File: src/rtl/dcache_pkg.sv
// Shared data-cache types: wait-buffer request bundle
// and the replay controller state encoding.
package dcache_pkg;

  localparam int ADDR_BITS  = 32;
  localparam int DATA_WIDTH = 32;
  localparam int MICROOP    = 8;
  localparam int R_WIDTH    = 5;
  localparam int ROB_TICKET = 6;

  typedef struct packed {
    logic                  is_store;
    logic [ADDR_BITS-1:0]  addr;
    logic [DATA_WIDTH-1:0] data;
    logic [MICROOP-1:0]    microop;
    logic [R_WIDTH-1:0]    dest;
    logic [ROB_TICKET-1:0] ticket;
  } wb_req_t;

  typedef enum logic [1:0] {
    IDLE   = 2'd0,
    WAIT   = 2'd1,
    REPLAY = 2'd2
  } replay_state_t;

endpackage

File: src/rtl/wb_replay_ctrl_if.sv
// Wait-buffer search/walk bundle between the replay
// controller (master) and the wait buffer (slave).
interface wb_replay_ctrl_if
  import dcache_pkg::*;
#(
  parameter int ADDR_BITS = 32
);

  logic [ADDR_BITS-1:0] wb_search_address;
  logic                 wb_search_invalidate;
  logic                 wb_found_one;
  logic                 wb_found_multi;
  logic                 wb_in_walk_mode;
  wb_req_t              wb_entry;

  modport master (
    output wb_search_address,
    output wb_search_invalidate,
    input  wb_found_one,
    input  wb_found_multi,
    input  wb_in_walk_mode,
    input  wb_entry
  );

  modport slave (
    input  wb_search_address,
    input  wb_search_invalidate,
    output wb_found_one,
    output wb_found_multi,
    output wb_in_walk_mode,
    output wb_entry
  );

endinterface

File: src/rtl/wb_replay_ctrl.sv
// Line-fill driven wait-buffer replay sequencer and
// arbiter for the single data-cache array port.
module wb_replay_ctrl
  import dcache_pkg::*;
#(
  parameter int ADDR_BITS      = 32,
  parameter int BLOCK_ID_START = 5,
  parameter int DEPTH          = 8,
  localparam int CW = $clog2(DEPTH + 1),
  localparam int BW = ADDR_BITS - BLOCK_ID_START
) (
  input  logic                 clk,
  input  logic                 rst_n,
  input  logic                 fill_valid,
  input  logic [ADDR_BITS-1:0] fill_address,
  output logic                 fill_ready,
  input  logic                 lsu_valid,
  input  wb_req_t              lsu_req,
  output logic                 lsu_ready,
  wb_replay_ctrl_if.master     wb,
  output logic                 port_valid,
  output logic                 port_is_replay,
  output wb_req_t              port_req,
  output logic [CW-1:0]        replay_count,
  output logic                 walk_err
);

  replay_state_t state, nstate;

  logic [BW-1:0] blk;
  logic [CW-1:0] cnt;
  logic          err;
  logic          hit;
  logic          rep_bad;

  assign hit = fill_valid & wb.wb_found_one;

  // A dropped walk or an over-long walk aborts the replay.
  assign rep_bad = (state == REPLAY) &&
                   (!wb.wb_in_walk_mode ||
                    cnt == CW'(DEPTH));

  assign replay_count = cnt;
  assign walk_err     = err;

  always_ff @(posedge clk or negedge rst_n) begin
    if (!rst_n) state <= IDLE;
    else        state <= nstate;
  end

  always_comb begin
    nstate = state;
    unique case (state)
      IDLE:    if (hit) nstate = WAIT;
      WAIT:    nstate = wb.wb_in_walk_mode ? REPLAY : IDLE;
      REPLAY:  if (rep_bad || !wb.wb_found_multi)
                 nstate = IDLE;
      default: nstate = IDLE;
    endcase
  end

  always_ff @(posedge clk or negedge rst_n) begin
    if (!rst_n) begin
      blk <= '0;
      cnt <= '0;
      err <= 1'b0;
    end else begin
      if (state == IDLE && hit) begin
        blk <= fill_address[ADDR_BITS-1:BLOCK_ID_START];
        cnt <= '0;
      end
      if (state == REPLAY && !rep_bad)
        cnt <= cnt + CW'(1);
      if ((state == WAIT && !wb.wb_in_walk_mode) || rep_bad)
        err <= 1'b1;
    end
  end

  always_comb begin
    fill_ready              = 1'b0;
    lsu_ready               = 1'b0;
    port_valid              = 1'b0;
    port_is_replay          = 1'b0;
    port_req                = '0;
    wb.wb_search_invalidate = 1'b0;
    wb.wb_search_address    = {blk, {BLOCK_ID_START{1'b0}}};
    if (rst_n) begin
      unique case (state)
        IDLE: begin
          if (fill_valid) begin
            wb.wb_search_address    = fill_address;
            fill_ready              = 1'b1;
            wb.wb_search_invalidate = wb.wb_found_one;
          end else begin
            wb.wb_search_address = lsu_req.addr;
            lsu_ready            = 1'b1;
            port_valid           = lsu_valid;
            port_req             = lsu_req;
          end
        end
        REPLAY: begin
          port_valid     = !rep_bad;
          port_is_replay = !rep_bad;
          port_req       = wb.wb_entry;
        end
        default: ;
      endcase
    end
  end

endmodule

File: src/flat_wrapper.sv
// flat-port wrapper written by rule: the top's interface ports become plain ports
module wb_replay_ctrl_flat import dcache_pkg::*;
#(
  parameter int ADDR_BITS      = 32,
  parameter int BLOCK_ID_START = 5,
  parameter int DEPTH          = 8,
  localparam int CW = $clog2(DEPTH + 1),
  localparam int BW = ADDR_BITS - BLOCK_ID_START
)
  (clk, rst_n, fill_valid, fill_address, fill_ready, lsu_valid, lsu_req, lsu_ready, port_valid, port_is_replay, port_req, replay_count, walk_err, wb_wb_search_address, wb_wb_search_invalidate, wb_wb_found_one, wb_wb_found_multi, wb_wb_in_walk_mode, wb_wb_entry);
  wb_replay_ctrl_if #(.ADDR_BITS(ADDR_BITS)) wb_i ();
  input  logic clk;
  input  logic rst_n;
  input  logic fill_valid;
  input  logic [ADDR_BITS-1:0] fill_address;
  output logic fill_ready;
  input  logic lsu_valid;
  input  wb_req_t lsu_req;
  output logic lsu_ready;
  output logic port_valid;
  output logic port_is_replay;
  output wb_req_t port_req;
  output logic [CW-1:0] replay_count;
  output logic walk_err;
  output wire logic [$bits(wb_i.wb_search_address)-1:0] wb_wb_search_address;
  output wire logic [$bits(wb_i.wb_search_invalidate)-1:0] wb_wb_search_invalidate;
  input wire logic [$bits(wb_i.wb_found_one)-1:0] wb_wb_found_one;
  input wire logic [$bits(wb_i.wb_found_multi)-1:0] wb_wb_found_multi;
  input wire logic [$bits(wb_i.wb_in_walk_mode)-1:0] wb_wb_in_walk_mode;
  input wire logic [$bits(wb_i.wb_entry)-1:0] wb_wb_entry;
  assign wb_wb_search_address = wb_i.wb_search_address;
  assign wb_wb_search_invalidate = wb_i.wb_search_invalidate;
  assign wb_i.wb_found_one = wb_wb_found_one;
  assign wb_i.wb_found_multi = wb_wb_found_multi;
  assign wb_i.wb_in_walk_mode = wb_wb_in_walk_mode;
  assign wb_i.wb_entry = wb_wb_entry;
  wb_replay_ctrl #(.ADDR_BITS(ADDR_BITS), .BLOCK_ID_START(BLOCK_ID_START), .DEPTH(DEPTH)) u_core (.clk(clk), .rst_n(rst_n), .fill_valid(fill_valid), .fill_address(fill_address), .fill_ready(fill_ready), .lsu_valid(lsu_valid), .lsu_req(lsu_req), .lsu_ready(lsu_ready), .wb(wb_i), .port_valid(port_valid), .port_is_replay(port_is_replay), .port_req(port_req), .replay_count(replay_count), .walk_err(walk_err));
endmodule
File: config.mk
export PLATFORM = sky130hd
export DESIGN_NAME = wb_replay_ctrl_flat
export DESIGN_NICKNAME = d
export VERILOG_FILES = /design/src/rtl/dcache_pkg.sv /design/src/rtl/wb_replay_ctrl_if.sv /design/src/rtl/wb_replay_ctrl.sv /design/src/flat_wrapper.sv
export SDC_FILE = /design/constraint.sdc
export NUM_CORES = 1
export LEC_CHECK = 0
export ABC_AREA = 1
export ABC_CLOCK_PERIOD_IN_PS = 1610
export BUFFER_PORTS_ARGS = -buffer_cell sky130_fd_sc_hd__buf_2
export CAP_MARGIN = 20
export CORE_AREA = 5 5 126 128
export DETAILED_ROUTE_END_ITERATION = 8
export DIE_AREA = 0 0 131 133
export PLACE_DENSITY = 0.57
export SLEW_MARGIN = 10
export SYNTH_ARGS = -nofsm -noshare
export SYNTH_HDL_FRONTEND = slang
export SYNTH_SLANG_ARGS = --single-unit
File: constraint.sdc
create_clock -name clk -period 1.61 [get_ports clk]
set_input_delay 0.2415 -clock clk [delete_from_list [all_inputs] [get_ports clk]]
set_output_delay 0.2415 -clock clk [all_outputs]
set_load 0.02 [all_outputs]
==> run summary <==
Hold buffers post-CTS - 0
HPWL after DPL - 14400 µm
Mux cell area share after synthesis - 0
CTS H-Tree Depth - 2
CTS Buf Count - 5
Post-synth top cells - nand2_1 (327), a21oi_1 (87), nand3_1 (66)
Vias in the first global route - 5199
Sequential-to-total area share from yosys stat - 0.266
Site Rows - 45
Synth Cell Area - 0.00320 mm²
Count leader, synth - nand2_1
Dpl ws - -0.134 ns
Worst r2r src - u_core.state[1]
Largest net degree at the start of global routing - 35
Yosys cell types - 19
Largest family of logic cells by synthesized area - simple AND/OR/NAND/NOR gates
Via density - 4.75
Adder-Cell Fraction of Synth Area - 0.00782
Bufs on Longest Clock Path - 2
Drt total wl - 21100 µm
First-pass GRT wire length - 27000 µm
Slew HR - 0.690
Die Height - 133 µm
PnR worst setup slack - -0.401 ns
Max Slew Vio Count - 0
DR vias - 5522
Ranking of synthesized cells by area - nand2_1 (38%), dfrtp_1 (27%), a21oi_1 (14%)
Cells after Synth - 583
Arr. time, crit path - 1.77 ns
Final hold violation count - 0
HP Class - in2reg
Clock skew - 0.00370 ns
Syn Nets - 792
Later-pin clock latency in the skew report - 0.28 ns
Initial antenna violation count - 6
Leak - 0.00422 µW
Pwr Density - 604 mW/mm²
Number of DRC markers in iteration 0 - 162
Post-synth EDFFs - 0
Most common flop cell mapped by yosys - dfrtp_1
Final setup fails - 147
Grt ovf - 0
Simple-Gate Fraction of Synth Area - 0.503
Hold path start - fill_address[9]
PortBufs - 332
Initial core utilization - 0.217
Worst-Margin Slew - 0.464 ns
Nets - 1180
CTS Sinks - 34
Startpoint types - register
Peak supply drop - 0.406 mV
Routed length per instance - 18.1 µm
Cell taking the most area after synthesis - nand2_1
Core Area - 0.0148 mm²
Initial DRT Pass Iterations - 4
Yosys Warn Count - 0
Top-area cell type share of the netlist area - 0.384
Post-synthesis xor/xnor area fraction - 0.00274
Layout area overhead - 155%
Placed cell area - 0.00572 mm²
Layout cells sized above 1 - 0.721
Gr usage total - 0.198
Post-route ant nets - 0
Post-Syn Area per Cell - 5.49 µm²
Root buffer cell - clkbuf_16
Critical Path Source - u_core.state[0]
Fill count - 1314
Min cycle time layout - 2.01 ns
Outcome - finished with violations
CP max FO - 6
Ys async rst share - 1.00
Die area - 0.0174 mm²
Synth Area in Compound Gates - 0.138
Die width - 131 µm
I/O pin count - 333
Max Freq - 0.497 GHz
RSZ-0062 raised after global routing - true
Design Area, Final - 0.00817 mm²
DRC Markers - 0
Failing checks - negative setup slack
Seq cells post-synth - 34
Max cap viols - 0
CP required - 1.37 ns
Worst-path clk slew - 0.06 ns
Tcrit/Tclk final - 1.25
GP Congestion - 0.874
Crit Path Category - reg2out
CTS tree - yes
Element type at the critical path end - output pin
[kinds of logic (layout without fill, tap and decap cells)]
kind of cell	after synthesis	after routing
AND/OR/NAND/NOR	402	402
AO/OA/AOI/OAI	88	88
buffers and inverters	56	445
flip-flops	34	34
adder cells (fa/ha/maj)	2	2
XOR/XNOR	1	1
other	0	3
[critical path: stages (launching register included)]
cell,delay [ns]
dfrtp_2,0.46
nor3_4,0.22
buf_6,0.15
buf_12,0.13
clkbuf_16,0.17
nand2_4,0.05
a21oi_2,0.15
buf_6,0.14
[power by group]
| part | leakage (µW) | switching (µW) | internal [µW] |
|---|---|---|---|
| combinational | 0.00373 | 1470 | 1380 |
| sequential | 0.000423 | 111 | 989 |
| clock | 0.0000739 | 365 | 613 |
[worst paths after layout]
kind                                    to  slack, ns  depth (start not counted)
hold reg to reg            u_core.walk_err       0.45                          2
min in group asynchronous    u_core.blk[1]       0.22                          3
hold / removal               u_core.blk[4]       0.17                          3
setup / recovery              port_req[59]      -0.40                          7
max in group asynchronous  u_core.state[1]       1.04                          3
setup reg to reg             u_core.blk[0]      -0.22                         12
[sequential cells by signal, indices dropped and copies added (netlist names)]
signal,flops
u_core.replay_count,4
u_core.walk_err,1
u_core.state,2
u_core.blk,27
[final cells by class]
| type | count | area (µm²) | share of cell area |
|---|---|---|---|
| multi-input cells | 493 | 3300 | 0.404 |
| inverters | 12 | 70.1 | 0.00858 |
| clock buffers | 7 | 143 | 0.0175 |
| clock inverters | 1 | 5.00 | 0.000613 |
| flip-flops and latches | 34 | 853 | 0.105 |
| well taps | 188 | 235 | 0.0288 |
| repair buffers | 425 | 3550 | 0.435 |
| diodes | 3 | 7.51 | 0.000919 |
[repair_timing]
action	4_1_cts	5_1_grt
pin swaps	18	62
setup buffers	8	18
endpoints found under the setup margin	147	146
gates cloned	5	15
resized for setup	259	227
[layout by cell type (no fill, tap or decap), types with 15 or more instances in the layout]
cell type | Yosys | final
buf_2 | 8 | 220
nand2_1 | 327 | 192
buf_6 | 0 | 94
nand2_2 | 0 | 79
a21oi_2 | 0 | 77
buf_4 | 12 | 72
nand2_4 | 0 | 56
nand3_2 | 0 | 33
nand3_1 | 66 | 32
dfrtp_1 | 34 | 32
buf_12 | 0 | 18
clkbuf_16 | 0 | 15
[metal layers]
layer,global-route usage,routed length [µm],vias up
li1,-,-,2658
met1,0.216,7380,2563
met2,0.364,11300,254
met3,0.0460,1720,43
met4,0.0703,677,4
met5,0,33,-
[through the flow]
stage | setup TNS, ns | std cells | power [µW] | hold WS [ns] | utilization
finish | -41.76 | 1163 | 4930 | 0.175 | 0.554
global route | -51.52 | 1163 | 5170 | 0.184 | 0.554
global placement | -6.39 | 1106 | 2950 | 0.442 | 0.388
CTS | -36.26 | 1127 | 4460 | 0.159 | 0.469
detailed placement | -5.84 | 1106 | 2960 | 0.449 | 0.388
floorplan | -0.0204 | 583 | 2090 | -0.0541 | -
Power figures use the tool's default switching activity.
